--- config.mk ---
export PLATFORM = sky130hd
export DESIGN_NAME = obi_gnt_stall
export DESIGN_NICKNAME = d
export VERILOG_FILES = /design/src/rtl/perturbation_pkg.sv /design/src/rtl/obi_stall_lfsr.sv /design/src/rtl/obi_gnt_stall.sv
export SDC_FILE = /design/constraint.sdc
export NUM_CORES = 1
export LEC_CHECK = 0
export CAP_MARGIN = 20
export CELL_PAD_IN_SITES_DETAIL_PLACEMENT = 0
export CELL_PAD_IN_SITES_GLOBAL_PLACEMENT = 1
export CORE_MARGIN = 10
export CORE_UTILIZATION = 37
export CTS_BUF_LIST = sky130_fd_sc_hd__clkbuf_4
export CTS_CLUSTER_DIAMETER = 80
export DETAILED_ROUTE_END_ITERATION = 6
export PLACE_DENSITY_LB_ADDON = 0.05
export SYNTH_ARGS = -nofsm -noshare
export SYNTH_HDL_FRONTEND = slang
export SYNTH_SLANG_ARGS = --single-unit
--- constraint.sdc ---
create_clock -name clk_i -period 24.2 [get_ports clk_i]
set_input_delay 3.63 -clock clk_i [delete_from_list [all_inputs] [get_ports clk_i]]
set_output_delay 3.63 -clock clk_i [all_outputs]
set_load 0.01 [all_outputs]
--- src/rtl/perturbation_pkg.sv ---
// Shared constants and types for the OBI memory-port perturbation stages.
// Holds the stall-mode codes, the grant LFSR mask, the delay ceiling and the
// grant FSM state type used by obi_gnt_stall.
package perturbation_pkg;

  // Stall-mode codes; any other value selects "no stall".
  localparam logic [31:0] STANDARD = 32'd1;
  localparam logic [31:0] RANDOM   = 32'd2;

  // Galois feedback taps for the 16-bit grant LFSR.
  localparam logic [15:0] GNT_LFSR_MASK = 16'hB400;

  // Largest delay a stall setting can request.
  localparam int unsigned STALL_DELAY_MAX = 15;

  typedef enum logic {GNT_IDLE, GNT_WAIT} gnt_state_e;

  // Saturate a 32-bit setting at lim.
  function automatic logic [31:0] clamp_cfg(logic [31:0] val, logic [31:0] lim);
    return (val > lim) ? lim : val;
  endfunction

endpackage

--- src/rtl/obi_stall_lfsr.sv ---
// Free-running 16-bit Galois LFSR used as the randomness source for stall stages.
// Advances every cycle with no enable so the sequence depends only on time since
// reset, never on traffic. SEED must be non-zero or the register locks up.
module obi_stall_lfsr
  import perturbation_pkg::*;
#(
  parameter logic [15:0] SEED = 16'hACE1,
  parameter logic [15:0] MASK = GNT_LFSR_MASK
) (
  input  logic        clk_i,
  input  logic        rst_ni,
  output logic [15:0] lfsr_o
);

  logic [15:0] lfsr_q, lfsr_d;

  // Shift right and fold the taps in when the bit shifted out is set.
  always_comb begin
    lfsr_d = {1'b0, lfsr_q[15:1]};
    if (lfsr_q[0]) begin
      lfsr_d = lfsr_d ^ MASK;
    end
  end

  // LFSR state register.
  always_ff @(posedge clk_i or negedge rst_ni) begin
    if (!rst_ni) begin
      lfsr_q <= SEED;
    end else begin
      lfsr_q <= lfsr_d;
    end
  end

  assign lfsr_o = lfsr_q;

endmodule

--- src/rtl/obi_gnt_stall.sv ---
// Grant generator for the testbench OBI memory port.
// Delays gnt_o by a fixed or LFSR-derived number of cycles after req_i rises and
// throttles grants so in-flight transactions never exceed MAX_OUTSTANDING.
// Optional: define OBI_GNT_STALL_ASSERT_EN to compile in the protocol assertions;
// protocol_err_o works either way.
module obi_gnt_stall
  import perturbation_pkg::*;
#(
  parameter int unsigned MAX_OUTSTANDING = 8,
  parameter int unsigned DELAY_WL        = 4,
  parameter logic [15:0] LFSR_SEED       = 16'hACE1
) (
  input  logic        clk_i,
  input  logic        rst_ni,
  input  logic        req_i,
  input  logic        we_i,
  output logic        gnt_o,
  input  logic        rvalid_i,
  input  logic        en_stall_i,
  input  logic [31:0] stall_mode_i,
  input  logic [31:0] max_stall_i,
  input  logic [31:0] gnt_stall_i,
  output logic [3:0]  outstanding_o,
  output logic        protocol_err_o
);

  localparam int unsigned DelayMax    = (1 << DELAY_WL) - 1;
  localparam logic [31:0] DelayMaxCfg = 32'(DelayMax);
  localparam logic [3:0]  MaxOutW     = 4'(MAX_OUTSTANDING);

  gnt_state_e          state_q, state_d;
  logic [DELAY_WL-1:0] cnt_q, cnt_d;
  logic [DELAY_WL-1:0] delay, std_delay, rand_delay;
  logic [31:0]         rand_lim;
  logic [8:0]          rand_div, rand_mod;
  logic [15:0]         lfsr;
  logic [3:0]          outstanding_q, outstanding_d;
  logic                err_q, err_d;
  logic                credit, gnt, push, pop;
  logic                unused_sig;

  obi_stall_lfsr #(
    .SEED (LFSR_SEED),
    .MASK (GNT_LFSR_MASK)
  ) u_lfsr (
    .clk_i  (clk_i),
    .rst_ni (rst_ni),
    .lfsr_o (lfsr)
  );

  // Candidate delay for an IDLE evaluation; settings are sampled only here.
  always_comb begin
    std_delay  = DELAY_WL'(clamp_cfg(gnt_stall_i, DelayMaxCfg));
    rand_lim   = clamp_cfg(max_stall_i, DelayMaxCfg);
    rand_div   = 9'(rand_lim) + 9'd1;
    rand_mod   = {1'b0, lfsr[7:0]} % rand_div;
    rand_delay = rand_mod[DELAY_WL-1:0];
    delay      = '0;
    if (en_stall_i) begin
      if (stall_mode_i == STANDARD) begin
        delay = std_delay;
      end else if (stall_mode_i == RANDOM) begin
        delay = rand_delay;
      end
    end
  end

  assign credit = (outstanding_q < MaxOutW);

  // Grant FSM: next state, countdown and combinational grant.
  always_comb begin
    state_d = state_q;
    cnt_d   = cnt_q;
    err_d   = err_q;
    gnt     = 1'b0;
    case (state_q)
      GNT_IDLE: begin
        if (req_i) begin
          if ((delay == '0) && credit) begin
            gnt = 1'b1;
          end else begin
            // A zero delay blocked only by credit waits with an empty countdown.
            state_d = GNT_WAIT;
            cnt_d   = (delay == '0) ? '0 : delay - DELAY_WL'(1);
          end
        end
      end
      GNT_WAIT: begin
        if (!req_i) begin
          // Request withdrawn before its grant: flag it and abandon the wait.
          err_d   = 1'b1;
          state_d = GNT_IDLE;
          cnt_d   = '0;
        end else if (cnt_q != '0) begin
          cnt_d = cnt_q - DELAY_WL'(1);
        end else if (credit) begin
          gnt     = 1'b1;
          state_d = GNT_IDLE;
        end
      end
      default: begin
        state_d = GNT_IDLE;
        cnt_d   = '0;
      end
    endcase
  end

  // In-flight tracking; a simultaneous push and pop cancel out.
  always_comb begin
    push          = gnt && req_i;
    pop           = rvalid_i && (outstanding_q != 4'd0);
    outstanding_d = outstanding_q;
    if (push && !pop) begin
      outstanding_d = outstanding_q + 4'd1;
    end else if (pop && !push) begin
      outstanding_d = outstanding_q - 4'd1;
    end
  end

  // State, countdown, in-flight count and sticky error registers.
  always_ff @(posedge clk_i or negedge rst_ni) begin
    if (!rst_ni) begin
      state_q       <= GNT_IDLE;
      cnt_q         <= '0;
      outstanding_q <= 4'd0;
      err_q         <= 1'b0;
    end else begin
      state_q       <= state_d;
      cnt_q         <= cnt_d;
      outstanding_q <= outstanding_d;
      err_q         <= err_d;
    end
  end

  assign gnt_o          = gnt;
  assign outstanding_o  = outstanding_q;
  assign protocol_err_o = err_q;

  // we_i only matters to the optional checks; the high LFSR bits are spare.
  assign unused_sig = ^{we_i, lfsr[15:8], rand_mod[8:DELAY_WL]};

`ifdef OBI_GNT_STALL_ASSERT_EN
  // A pending request must hold req_i and we_i until granted.
  a_req_stable: assert property (@(posedge clk_i) disable iff (!rst_ni)
    (req_i && !gnt_o) |=> (req_i && $stable(we_i)))
    else $error("obi_gnt_stall: req_i/we_i changed before grant");

  a_gnt_req: assert property (@(posedge clk_i) disable iff (!rst_ni)
    gnt_o |-> req_i)
    else $error("obi_gnt_stall: gnt_o without req_i");

  a_out_max: assert property (@(posedge clk_i) disable iff (!rst_ni)
    outstanding_o <= MaxOutW)
    else $error("obi_gnt_stall: outstanding above limit");

  a_no_underflow: assert property (@(posedge clk_i) disable iff (!rst_ni)
    rvalid_i |-> (outstanding_o != 4'd0))
    else $error("obi_gnt_stall: rvalid_i with nothing outstanding");
`else
  // Checks compiled out; behaviour is unchanged.
`endif

endmodule

==> flow_summary.rst <==
.. list-table::
   :header-rows: 1

   * - Metric
     - Value
   * - Design area
     - about 5300 µm²
   * - Worst path top cell family by delay
     - compound AO/OA/AOI/OAI gates
   * - Hold violation count in the final report
     - 0
   * - Area Growth Syn to Fin
     - 33.9%
   * - Post-synthesis instance total
     - just under 500
   * - Sequential element share of the synthesized area
     - 16.7%
   * - Cell Count Post-Placement
     - ~720
   * - Worst slack at placement
     - 0.686 ns
   * - Hold Path Cell Cnt
     - 0
   * - Routability congestion estimate
     - about 0.87
   * - RSZ-0062 raised after global routing
     - false
   * - Number of nets at the end of the flow
     - ~760
   * - Fmax
     - 0.0436 GHz
   * - Vias in the first global route
     - 4,187
   * - Max-slew headroom
     - 42.5%
   * - Number of sinks handled by clock tree synthesis
     - 26
   * - Worst reg2reg path endpoint
     - outstanding_o[3]
   * - Fraction of the mapped netlist area in simple logic gates
     - 25.8%
   * - Commonest cells post-synth
     - sky130_fd_sc_hd__ha_1 (51), sky130_fd_sc_hd__nor2_1 (38), sky130_fd_sc_hd__nand2_1 (32), sky130_fd_sc_hd__inv_1 (25), sky130_fd_sc_hd__nor4_1 (22)
   * - Register bit count reported by yosys
     - 26
   * - Count of flip-flops with a built-in enable after synthesis
     - 0
   * - Post-Synthesis Mean Instance Area
     - 8.18 µm²
   * - Area of the die
     - 15,200 µm²
   * - Nature of the critical path endpoint
     - output pin
   * - Synth async-reset ratio
     - 100%
   * - Post-Syn Area
     - 3960 µm²
   * - Skew-Pair Late Insertion Delay
     - between 0.3 and 0.4 ns
   * - Max IR drop VDD
     - roughly 51 µV
   * - Worst slack on hold paths
     - 0.370 ns
   * - Detailed-route wire length
     - approximately 12,000 µm
   * - Die outline height
     - 123 µm
   * - Max capacitance violation total
     - 0
   * - Logic depth of the worst register-to-register path
     - 63
   * - Worst hold path endpoint
     - u_lfsr.lfsr_o[7]
   * - Final standard cell count with taps included and fillers excluded
     - roughly 740
   * - Clock-pin transition on the worst setup and hold timing paths
     - 0.15 ns
   * - Area share of fa/ha/maj cells after synthesis
     - around 17%
   * - TritonCTS clock tree
     - yes
   * - Fraction of power spent switching nets
     - around a third
   * - Global routing usage summed across all routing layers
     - 15.3%
   * - Overflow after GRT
     - 0
   * - Cell with the most instances after synthesis
     - sky130_fd_sc_hd__ha_1
   * - Period minus WS final
     - 22.93 ns
   * - Core region area
     - 10,400 µm²
   * - Yosys cell types
     - 79
   * - Area fraction in compound gates after synthesis
     - 26.8%
   * - Combinational share of power
     - 44.7%
   * - Number of I/O pins
     - ~110
   * - Setup Viol. Count Final
     - 0
   * - Number of detailed-routing iterations run before antenna repair
     - 4
   * - First-iteration detailed-routing DRC count
     - 232
   * - Mux cell area share after synthesis
     - under 10%
   * - Startpoint of the most critical register-to-register path
     - u_lfsr.lfsr_o[0]
   * - Port Buf Inserts
     - ~110
   * - Most instantiated flip-flop cell in the synthesis netlist
     - sky130_fd_sc_hd__dfrtp_1
   * - Worst Setup Start Kind
     - primary input
   * - Slew of the pin with the lowest slew margin
     - 0.851 ns
   * - Wire length of the first global-routing pass
     - 19,500 µm
   * - Synth Area in XOR/XNOR
     - 5.09%
   * - Share of post-route cells with drive strength above 1
     - just under 10%
   * - Setup WS post-layout
     - 1.27 ns
   * - Path category of the worst min-delay check
     - reg -> reg
   * - Setup slack of the worst register-to-register path
     - roughly 9 ns
   * - Worst setup skew after layout
     - 0.00873 ns
   * - Switch Pwr
     - 0.0000533 W
   * - CTS max path bufs
     - 2
   * - CP dominant cell by count
     - sky130_fd_sc_hd__ha_1
   * - Total number of vias
     - between 4,000 and 5,000
   * - Buffer type at the clock tree root
     - sky130_fd_sc_hd__clkbuf_4
   * - Final clock period utilization by the worst path
     - a little over nine tenths
   * - Residual DRC count
     - 0
   * - Number of nets with antenna violations after detailed routing
     - 0
   * - Cells taking the most area after synthesis
     - sky130_fd_sc_hd__ha_1 (16%), sky130_fd_sc_hd__dfrtp_1 (11%), sky130_fd_sc_hd__dfstp_2 (5.3%), sky130_fd_sc_hd__nor2_1 (3.6%), sky130_fd_sc_hd__nor4_1 (3.5%)
   * - Antenna diodes
     - 0
   * - Number of CTS-inserted buffers
     - 3
   * - Data required time of the worst path
     - 20.57 ns
   * - Initial antenna violation count
     - 0
   * - Total half-perimeter wirelength after legalization and detailed placement
     - 9750 µm
   * - Total buffers and inverters traversed by the critical path
     - 3
   * - Max H-tree Level
     - 1
   * - Synth warn
     - 0
   * - Setup TNS
     - 0 ns
   * - Chip Width
     - 123 µm
   * - Internal power component
     - ~0.00011 W
   * - Max-slew violation count
     - 0
   * - Routed length per placed instance
     - between 15 and 20 µm
   * - Slowest stage delay, CP
     - 0.57 ns
   * - Effective utilization at floorplan
     - about two fifths
   * - Critical path class
     - in -> out
   * - Pin count of the biggest net entering global routing
     - 27
   * - Top cell type by total area after synthesis
     - sky130_fd_sc_hd__ha_1
   * - Post-placement cell area
     - 5190 µm²
   * - Power per unit of standard cell area
     - 30.7 nW/µm²
   * - Number of core rows
     - 37
   * - Main combinational cell family by area after synthesis
     - compound AO/OA/AOI/OAI gates
   * - Share of the synthesized area in the top cell type
     - 16.1%
   * - Crit path arrival time
     - 19.30 ns
   * - Sequential share of power
     - 36.4%
   * - Outcome
     - finished clean
   * - Standby leakage power
     - approximately 2.2 nW
   * - Critical path peak fanout
     - 11
   * - Startpoint of the most critical hold path
     - u_lfsr.lfsr_o[8]
   * - Library cell contributing the largest single delay on the critical path
     - sky130_fd_sc_hd__or4_1
   * - Number of vias per cell
     - about 5.5
   * - Clock network fraction of design power
     - 18.9%
==> power by group through the flow <==
stage          sequential, W  combinational [W]   clock, W
4_1_cts            0.0000593          0.0000734  0.0000314
2_1_floorplan      0.0000587          0.0000406          0
3_5_place_dp       0.0000600          0.0000731          0
5_1_grt            0.0000610          0.0000825  0.0000336
6_report           0.0000594          0.0000728  0.0000307
3_3_place_gp       0.0000599          0.0000724          0
==> state kept, by name, summed over array words and instances, names as in the netlist <==
name            count
cnt_q               4
outstanding_o       4
state_q             1
u_lfsr.lfsr_o      16
protocol_err_o      1
==> through the flow <==
stage / util (%) / power, W
floorplan: - / 0.0000992
global placement: 50.0 / 0.000132
finish: 51.1 / 0.000163
CTS: 50.5 / 0.000164
global route: 51.1 / 0.000177
detailed placement: 50.0 / 0.000133
==> routing by layer <==
metal | vias to the layer above | global-route usage [%] | wire length [µm]
li1 | 2080 | - | -
met1 | 1878 | 17.8 | 4930
met2 | 92 | 28.3 | 5800
met3 | 12 | 3.14 | 665
met4 | 0 | 2.77 | 170
met5 | - | 0 | 0
==> worst max-delay path by stage <==
stage / from / end / slack, ns / cells past startpoint
2_1_floorplan: max_stall_i[20] / gnt_o / 3.62 / 61
5_1_grt: max_stall_i[17] / gnt_o / 0.02 / 61
3_3_place_gp: max_stall_i[22] / gnt_o / 0.80 / 61
4_1_cts: max_stall_i[22] / gnt_o / 0.60 / 61
3_5_place_dp: max_stall_i[22] / gnt_o / 0.69 / 61
6_report: max_stall_i[9] / gnt_o / 1.27 / 61
==> cell families (layout without fill, tap and decap cells) <==
kind of cell               count (synthesis)  after routing
adders and majority gates                 53             53
xor gates and xnor gates                  23             23
DFF                                       26             26
buffers and inverters                     39            145
muxes                                     17             17
and+or+nand+nor                          191            191
other                                      1             10
AOI/OAI and AO/OA                        134            134
==> layout make-up <==
type | count | area [µm²]
Fill cell | 1019 | 5070
Multi-Input combinational cell | 428 | 3190
Timing Repair Buffer | 115 | 1130
Clock inverter | 1 | 30.0
Sequential cell | 26 | 661
Tap cell | 136 | 170
Clock buffer | 3 | 22.5
Inverter | 26 | 97.6
==> placed cells by master, fill, tap and decap left out, drive strengths merged, types with 10 or more instances in the layout <==
master / n
nor3: 20
nor2: 40
nand3: 19
conb: 10
nand4: 10
xor2: 12
clkdlybuf4s50: 106
dfrtp: 18
ha: 51
nor4: 23
o21a: 18
xnor2: 11
a21o: 11
o21ai: 22
a21oi: 22
nand2: 32
mux2: 11
inv: 26
==> timing repair <==
| action | 4_1_cts | 5_1_grt |
|---|---|---|
| hold buffers | 0 | 0 |
| resized for setup | 0 | 4 |
| setup endpoints to repair | 0 | 1 |
| setup buffers | 0 | 7 |
No activity file was read; power rests on OpenSTA's default activity.
